$ cat src/rtl/war_pkg.sv
`default_nettype none
// ============================================================================
//  Module      : war_pkg
//  Description : Shared constants, waypoint table, game-state type and
//                ball/enemy overlap test for the war game sequencer.
//  Revision    : 1.0 - initial release
// ============================================================================
package war_pkg;

    localparam int MAX_X      = 640;
    localparam int MAX_Y      = 480;
    localparam int X_W        = $clog2(MAX_X);
    localparam int Y_W        = $clog2(MAX_Y);

    localparam int BALL_X_L   = 316;
    localparam int BALL_X_R   = 323;
    localparam int BALL_Y_T0  = 463;
    localparam int BALL_H     = 4;
    localparam int ENEMY_HALF = 10;

    localparam int WP_COUNT   = 8;
    localparam int IDX_W      = $clog2(WP_COUNT);

    typedef enum logic [1:0] {
        IDLE = 2'd0,
        PLAY = 2'd1,
        HIT  = 2'd2,
        OVER = 2'd3
    } game_state_t;

    function automatic logic [X_W-1:0] wp_x(input logic [IDX_W-1:0] idx);
        logic [X_W-1:0] x;
        case (idx)
            3'd0:    x = X_W'(320);
            3'd1:    x = X_W'(345);
            3'd2:    x = X_W'(370);
            3'd3:    x = X_W'(345);
            3'd4:    x = X_W'(320);
            3'd5:    x = X_W'(295);
            3'd6:    x = X_W'(270);
            default: x = X_W'(295);
        endcase
        return x;
    endfunction

    function automatic logic [Y_W-1:0] wp_y(input logic [IDX_W-1:0] idx);
        logic [Y_W-1:0] y;
        case (idx)
            3'd0:    y = Y_W'(200);
            3'd1:    y = Y_W'(225);
            3'd2:    y = Y_W'(250);
            3'd3:    y = Y_W'(275);
            3'd4:    y = Y_W'(300);
            3'd5:    y = Y_W'(275);
            3'd6:    y = Y_W'(250);
            default: y = Y_W'(225);
        endcase
        return y;
    endfunction

    // Box overlap of the ball (fixed columns, 4 rows from ball_y) against the
    // enemy square. Subtractions are moved to the other side of each compare
    // so nothing can wrap in 11-bit unsigned arithmetic.
    function automatic logic hit_test(input logic [X_W-1:0] ex,
                                      input logic [Y_W-1:0] ey,
                                      input logic [Y_W-1:0] by);
        logic [10:0] x;
        logic [10:0] y;
        logic [10:0] b;
        x = 11'(ex);
        y = 11'(ey);
        b = 11'(by);
        return (x + 11'(ENEMY_HALF) >= 11'(BALL_X_L)) &&
               (x <= 11'(BALL_X_R + ENEMY_HALF)) &&
               (b <= y + 11'(ENEMY_HALF)) &&
               (y <= b + 11'(BALL_H - 1 + ENEMY_HALF));
    endfunction

endpackage
`default_nettype wire

$ cat src/rtl/war_game_ctrl_enemy_path.sv
`default_nettype none
// ============================================================================
//  Module      : war_enemy_path
//  Description : Enemy waypoint sequencer - frame step counter, waypoint
//                index and table lookup of the enemy centre.
//  Revision    : 1.0 - initial release
// ============================================================================
module war_enemy_path
    import war_pkg::*;
#(
    parameter int ENEMY_STEP_FRAMES = 8
)(
    input  logic           clk,
    input  logic           reset_n,
    input  logic           frame_tick,
    input  logic           advance_en,
    input  logic           restart,
    output logic [X_W-1:0] enemy_x,
    output logic [Y_W-1:0] enemy_y
);

    localparam int STEP_W = $clog2(ENEMY_STEP_FRAMES + 1);

    logic [STEP_W-1:0] r_step_cnt;
    logic [IDX_W-1:0]  r_idx;

    // Count frame ticks while advancing; step to the next waypoint when the count completes.
    always_ff @(posedge clk or negedge reset_n) begin
        if (!reset_n) begin
            r_step_cnt <= '0;
            r_idx      <= '0;
        end else if (frame_tick) begin
            if (restart) begin
                r_step_cnt <= '0;
                r_idx      <= '0;
            end else if (advance_en) begin
                if (r_step_cnt == STEP_W'(ENEMY_STEP_FRAMES - 1)) begin
                    r_step_cnt <= '0;
                    r_idx      <= r_idx + 1'b1;
                end else begin
                    r_step_cnt <= r_step_cnt + 1'b1;
                end
            end
        end
    end

    assign enemy_x = wp_x(r_idx);
    assign enemy_y = wp_y(r_idx);

endmodule
`default_nettype wire

$ cat src/rtl/war_game_ctrl.sv
`default_nettype none
// ============================================================================
//  Module      : war_game_ctrl
//  Description : Frame-rate game sequencer - shot flight, hit detection,
//                score, shot budget and game-state FSM for the war game.
//  Revision    : 1.0 - initial release
// ============================================================================
module war_game_ctrl
    import war_pkg::*;
#(
    parameter int SHOTS_MAX         = 9,
    parameter int SHOT_RANGE        = 460,
    parameter int ENEMY_STEP_FRAMES = 8,
    parameter int HIT_FRAMES        = 30
)(
    input  logic           clk,
    input  logic           reset_n,
    input  logic           frame_tick,
    input  logic           shoot_n,
    input  logic           start,
    output logic [Y_W-1:0] ball_y,
    output logic           ball_on,
    output logic [X_W-1:0] enemy_x,
    output logic [Y_W-1:0] enemy_y,
    output logic           enemy_on,
    output logic           hit_flash,
    output logic [7:0]     score,
    output logic [3:0]     shots_left,
    output logic           game_over
);

    localparam int             FLIGHT_W  = $clog2(SHOT_RANGE + 1);
    localparam int             HIT_W     = $clog2(HIT_FRAMES + 1);
    localparam logic [Y_W-1:0] C_BALL_Y0 = Y_W'(BALL_Y_T0);

    game_state_t       r_state, w_state_nxt;
    logic              r_shoot_s1, r_shoot_s2, r_shoot_prev;
    logic [Y_W-1:0]    r_ball_y, w_ball_y_nxt, w_fly_y;
    logic              r_ball_on, w_ball_on_nxt;
    logic [FLIGHT_W-1:0] r_flight_cnt, w_flight_nxt, w_fly_cnt;
    logic [HIT_W-1:0]  r_hit_cnt, w_hit_nxt;
    logic [7:0]        r_score, w_score_nxt;
    logic [3:0]        r_shots_left, w_shots_nxt;
    logic              w_fire_edge, w_path_restart, w_advance_en;

    // Two-flop synchroniser for the raw fire button (idle level is high).
    always_ff @(posedge clk or negedge reset_n) begin
        if (!reset_n) begin
            r_shoot_s1 <= 1'b1;
            r_shoot_s2 <= 1'b1;
        end else begin
            r_shoot_s1 <= shoot_n;
            r_shoot_s2 <= r_shoot_s1;
        end
    end

    // Game state and shot datapath registers; the frame-tick button sample runs in every state.
    always_ff @(posedge clk or negedge reset_n) begin
        if (!reset_n) begin
            r_state      <= IDLE;
            r_shoot_prev <= 1'b1;
            r_ball_y     <= C_BALL_Y0;
            r_ball_on    <= 1'b0;
            r_flight_cnt <= '0;
            r_hit_cnt    <= '0;
            r_score      <= '0;
            r_shots_left <= 4'(SHOTS_MAX);
        end else begin
            if (frame_tick) begin
                r_shoot_prev <= r_shoot_s2;
            end
            r_state      <= w_state_nxt;
            r_ball_y     <= w_ball_y_nxt;
            r_ball_on    <= w_ball_on_nxt;
            r_flight_cnt <= w_flight_nxt;
            r_hit_cnt    <= w_hit_nxt;
            r_score      <= w_score_nxt;
            r_shots_left <= w_shots_nxt;
        end
    end

    assign w_fire_edge = r_shoot_prev & ~r_shoot_s2;
    assign w_fly_y     = r_ball_y - 1'b1;
    assign w_fly_cnt   = r_flight_cnt + 1'b1;

    // Next-state logic: start/reinit, fire, flight with hit-before-expire priority, hit hold-off.
    always_comb begin
        w_state_nxt    = r_state;
        w_ball_y_nxt   = r_ball_y;
        w_ball_on_nxt  = r_ball_on;
        w_flight_nxt   = r_flight_cnt;
        w_hit_nxt      = r_hit_cnt;
        w_score_nxt    = r_score;
        w_shots_nxt    = r_shots_left;
        w_path_restart = 1'b0;
        if (frame_tick) begin
            case (r_state)
                IDLE, OVER: begin
                    if (start) begin
                        w_state_nxt    = PLAY;
                        w_score_nxt    = '0;
                        w_shots_nxt    = 4'(SHOTS_MAX);
                        w_ball_y_nxt   = C_BALL_Y0;
                        w_ball_on_nxt  = 1'b0;
                        w_flight_nxt   = '0;
                        w_path_restart = 1'b1;
                    end
                end
                PLAY: begin
                    if (r_ball_on) begin
                        if (hit_test(enemy_x, enemy_y, w_fly_y)) begin
                            w_ball_on_nxt = 1'b0;
                            w_ball_y_nxt  = C_BALL_Y0;
                            w_score_nxt   = (r_score == 8'hFF) ? r_score : r_score + 1'b1;
                            w_hit_nxt     = '0;
                            w_state_nxt   = HIT;
                        end else if (w_fly_cnt == FLIGHT_W'(SHOT_RANGE)) begin
                            w_ball_on_nxt = 1'b0;
                            w_ball_y_nxt  = C_BALL_Y0;
                            if (r_shots_left == '0) begin
                                w_state_nxt = OVER;
                            end
                        end else begin
                            w_ball_y_nxt = w_fly_y;
                            w_flight_nxt = w_fly_cnt;
                        end
                    end else if (w_fire_edge && (r_shots_left != '0)) begin
                        w_ball_y_nxt  = C_BALL_Y0;
                        w_ball_on_nxt = 1'b1;
                        w_shots_nxt   = r_shots_left - 1'b1;
                        w_flight_nxt  = '0;
                    end
                end
                HIT: begin
                    if (r_hit_cnt == HIT_W'(HIT_FRAMES - 1)) begin
                        w_path_restart = 1'b1;
                        w_state_nxt    = (r_shots_left != '0) ? PLAY : OVER;
                    end else begin
                        w_hit_nxt = r_hit_cnt + 1'b1;
                    end
                end
                default: w_state_nxt = IDLE;
            endcase
        end
    end

    assign w_advance_en = (r_state == PLAY);

    war_enemy_path #(
        .ENEMY_STEP_FRAMES (ENEMY_STEP_FRAMES)
    ) u_enemy_path (
        .clk        (clk),
        .reset_n    (reset_n),
        .frame_tick (frame_tick),
        .advance_en (w_advance_en),
        .restart    (w_path_restart),
        .enemy_x    (enemy_x),
        .enemy_y    (enemy_y)
    );

    assign ball_y     = r_ball_y;
    assign ball_on    = r_ball_on;
    assign score      = r_score;
    assign shots_left = r_shots_left;
    assign enemy_on   = (r_state == PLAY) || (r_state == OVER);
    assign hit_flash  = (r_state == HIT);
    assign game_over  = (r_state == OVER);

endmodule
`default_nettype wire

$ cat config.mk
export PLATFORM = sky130hd
export DESIGN_NAME = war_game_ctrl
export DESIGN_NICKNAME = d
export VERILOG_FILES = /design/src/rtl/war_pkg.sv /design/src/rtl/war_game_ctrl_enemy_path.sv /design/src/rtl/war_game_ctrl.sv
export SDC_FILE = /design/constraint.sdc
export NUM_CORES = 1
export LEC_CHECK = 0
export BUFFER_PORTS_ARGS = -buffer_cell sky130_fd_sc_hd__buf_2
export CORE_ASPECT_RATIO = 1.1
export CORE_UTILIZATION = 55
export DETAILED_ROUTE_END_ITERATION = 16
export PLACE_DENSITY = 0.87
export SYNTH_ARGS = -nofsm -noshare
export SYNTH_HDL_FRONTEND = slang
export SYNTH_SLANG_ARGS = --single-unit
$ cat constraint.sdc
create_clock -name clk -period 11.3 [get_ports clk]
set_input_delay 0.565 -clock clk [delete_from_list [all_inputs] [get_ports clk]]
set_output_delay 0.565 -clock clk [all_outputs]
set_load 0.03 [all_outputs]
==> summary.md <==
| Metric | Value |
|---|---|
| TritonCTS clock tree | built |
| Top-Level Pins | 49 |
| Critical path depth in cells | 17 |
| R2R cell count | 17 |
| Unique masters post-synth | 74 |
| Count of flip-flops with a built-in enable after synthesis | 0 |
| Leak pwr | 1.970 nW |
| Startpoint of the worst-slack reg-to-reg timing path | ball_y[0] |
| Startpoint type of the worst setup path | register |
| Global Route met2 Usage | 46.17% |
| Syn Inst Count | 488 |
| Setup Buffers After CTS | 0 |
| Count of fill cells added during filler insertion | 622 |
| Post-synthesis sequential area ratio | 29.83% |
| Synth warn | 0 |
| Area of all sequential standard cells | 1216 sq um |
| Total global-route track usage | 26.98% |
| Via count | 3854 |
| Clock edge transition at the registers on the reported setup and hold paths | 90 ps |
| Busiest layer in global routing | met2 |
| Clk_lat worst skew | 310 ps |
| End point of the critical path | ball_y[5] |
| Layout cells sized above 1 | 16.76% |
| WP data arrival | 5290 ps |
| Input/output buffers | 45 |
| Cell Rows | 32 |
| Outcome | complete, but fails checks |
| Resized Gates After CTS | 0 |
| Global route total overflow | 0 |
| Area of the placeable core | 7087 sq um |
| RSZ-0062 raised after global routing | false |
| Maximum fanout encountered on the critical timing path | 12 |
| Placed Instance Area | 4305 sq um |
| Number of search-and-repair iterations in the first detailed-routing pass | 12 |
| Area growth from synthesis to layout | 7.917% |
| Setup slack, reg-to-reg | 6220 ps |
| Total power density per cell area | 166.4 nW/um^2 |
| Library cell used as clock root buffer | clkbuf_8 |
| Class of the tightest hold or removal check | in -> async |
| HPWL after detailed placement | 7.557 mm |
| First-iteration detailed-routing DRC count | 237 |
| FF+latch count, synth | 48 |
| Reg2Reg Capture Point | ball_y[5] |
| Number of pins exceeding their max-slew limit in the final report | 0 |
| Number of clock buffers inserted by TritonCTS | 5 |
| Max-cap violations | 0 |
| Residual antenna-violating net count after detailed routing | 0 |
| Number of levels in the clock H-tree | 2 |
| Violated checks | design-rule violations |
| Endpoint class of the critical path | register |
| Final critical-path required period | 5080 ps |
| Top delay family on crit path | compound AO/OA/AOI/OAI gates |
| Die boundary width | 84.10 microns |
| Peak supply drop | 0.0001738 V |
| Fmax achieved | 0.1969 GHz |
| Vias per Instance | 6.381 |
| Count of hold buffers inserted by post-cts repair | 0 |
| Least-Margin Pin Slew | 909.5 ps |
| Highest cell delay on the worst timing path | 780 ps |
| Total Die Area | 7762 sq um |
| Slowest cell on the critical path | o211ai_1 |
| First-pass GRT wire length | 16.98 mm |
| Final Routed Wirelength | 10.02 mm |
| Met1 usage in global routing | 34.84% |
| Aggregate negative setup slack | 0 ps |
| Cell mode on critical path | nand2_1 |
| Most frequently used flop master after synthesis | dfrtp_1 |
| Die extent in y | 92.31 microns |
| Setup Skew | 16.73 ps |
| Crit Path Class | reg -> reg |
| Initial antenna violation count | 0 |
| Post-synthesis instance area | 4078 sq um |
| Total DRC errors in the routed layout | 4 |
| Area of the multi-input gates | 2581 sq um |
| Cell-by-cell listing of the critical path | inv_1 -> ha_1 -> nand2_1 -> xor2_1 -> inv_1 -> nand2_1 -> nor2_1 -> nand3_1 -> xnor2_1 -> ha_1 -> a21oi_1 -> nand2_1 -> o41ai_1 -> o21ai_0 -> o211ai_1 -> nor2_1 -> a31o_2 |
| Final number of hold-violating endpoints | 0 |
| Initial core utilization | 57.54% |
| Area of all placed cells without fillers | 4400 sq um |
| Via count of the first global-routing pass | 3634 |
| Required time at the endpoint of the critical path | 11510 ps |
| Final number of setup-violating endpoints | 0 |
| Number of antenna diodes | 0 |
| Timing startpoint of the critical path | ball_y[0] |
| Sinks on the clock net | 48 |
| Final estimated routing congestion in global placement | 0.9333 |
| Post-DR wirelength/cell | 16.59 microns |
| Largest net degree at the start of global routing | 49 |
| Final period util | 44.95% |
| GR Layer Usage met3 | 3.743% |
| Number of nets in the finished design | 559 |
| Asr flop ratio synth | 100.0% |
| Mean instance size in the synthesized netlist | 8.356 sq um |
| Crit path buffers/inverters | 2 |
| Buffers from clock root to sink, at most | 2 |
| Worst rel slew slack | 39.37% |
worst min-delay path by stage:
stage	to
floorplan	ball_on
detailed placement	r_shoot_s2
global route	r_shoot_s1
global placement	r_shoot_s2
finish	ball_y[5]
CTS	r_shoot_s1
placed cells by master, fill, tap and decap left out, types with 4 or more instances in the layout:
master	count
a211o_1	4
a211oi_1	4
a21o_1	6
a21oi_1	23
a22oi_1	4
a31oi_1	10
and2_1	6
and3_1	9
and4_1	4
buf_2	45
clkbuf_8	6
dfrtp_1	36
dfstp_2	12
ha_1	36
inv_1	39
mux2_2	4
mux2i_1	7
nand2_1	43
nand3_1	34
nand4_1	15
nor2_1	28
nor3_1	9
nor4_1	5
nor4b_1	4
o21ai_0	23
o22ai_1	5
o31ai_1	4
xnor2_1	21
Yosys cell counts, types with 7 or more instances:
library cell   n  share of area, %
nand4_1       15               2.3
nand2_1       43               4.0
clkbuf_1      14               1.3
and3_1         9               1.4
xnor2_1       21               4.5
o21ai_0       23               2.8
ha_1          36                11
dfrtp_1       36                22
dfstp_2       12               7.7
nor2_1        28               2.6
a31oi_1       10               1.5
mux2i_1        7               1.7
nand3_1       34               4.2
nor3_1         9               1.1
a21oi_1       23               2.8
inv_1         39               3.6
area by class of cell:
| cell class | instances | share of cell area [%] |
|---|---|---|
| clock buffers | 7 | 1.962 |
| clock inverters | 1 | 0.1990 |
| inverters | 41 | 3.497 |
| multi-input cells | 374 | 58.66 |
| flip-flops and latches | 48 | 27.64 |
| well taps | 85 | 2.417 |
| repair buffers | 48 | 5.630 |
registers in the layout (all words and copies together) (netlist names):
| register | flops |
|---|---|
| ball_y | 9 |
| r_flight_cnt | 9 |
| score | 8 |
| r_hit_cnt | 5 |
| shots_left | 4 |
| u_enemy_path.r_step_cnt | 4 |
| u_enemy_path.r_idx | 3 |
| r_state | 2 |
| ball_on | 1 |
| r_shoot_prev | 1 |
| r_shoot_s1 | 1 |
| r_shoot_s2 | 1 |
per-layer routing:
| metal | vias to the layer above | wire (microns) |
|---|---|---|
| met1 | 1825 | 4310 |
| met2 | 164 | 4904 |
| met3 | 16 | 622 |
| met5 | - | 0 |
| met4 | 0 | 183 |
| li1 | 1849 | - |
worst reg2reg max path, cell delays in order, from the launching register on:
cell,delay [ps]
dfstp_2,680
inv_1,100
ha_1,290
nand2_1,150
xor2_1,510
inv_1,270
nand2_1,110
nor2_1,70
nand3_1,130
xnor2_1,130
ha_1,270
a21oi_1,210
nand2_1,80
o41ai_1,330
o21ai_0,280
o211ai_1,780
nor2_1,290
a31o_2,310
logic make-up (layout without fill, tap and decap cells):
| kind of cell | count (synthesis) | in the layout | synth area share [%] |
|---|---|---|---|
| other | 2 | 3 | 0.1842 |
| buffers and inverters | 67 | 97 | 6.965 |
| xor gates and xnor gates | 24 | 24 | 5.155 |
| and+or+nand+nor | 177 | 177 | 22.86 |
| muxes | 11 | 11 | 2.823 |
| DFF | 48 | 48 | 29.82 |
| adders and majority gates | 36 | 36 | 11.05 |
| AOI/OAI and AO/OA | 123 | 123 | 21.14 |
per-stage QoR:
step	cells	hold slack (ps)	worst slack (ps)	power [mW]	util [%]
after floorplan	489	269.4	6312	0.5231	-
after global placement	596	345.7	6503	0.6043	60.75
after detailed placement	596	348.5	6307	0.6170	60.75
after CTS	604	337.5	6233	0.7288	62.09
after global routing	604	333.2	5694	0.7809	62.09
final	604	335.4	6220	0.7321	62.09
power breakdown:
part / switching, mW / total [mW] / leakage (nW) / internal [mW]
Combinational: 0.236 / 0.353 / 1.31 / 0.117
Clock: 0.0602 / 0.110 / 0.0484 / 0.0503
Sequential: 0.0550 / 0.268 / 0.607 / 0.213
Total: 0.352 / 0.732 / 1.97 / 0.380
(Power assumes the default switching activity.)
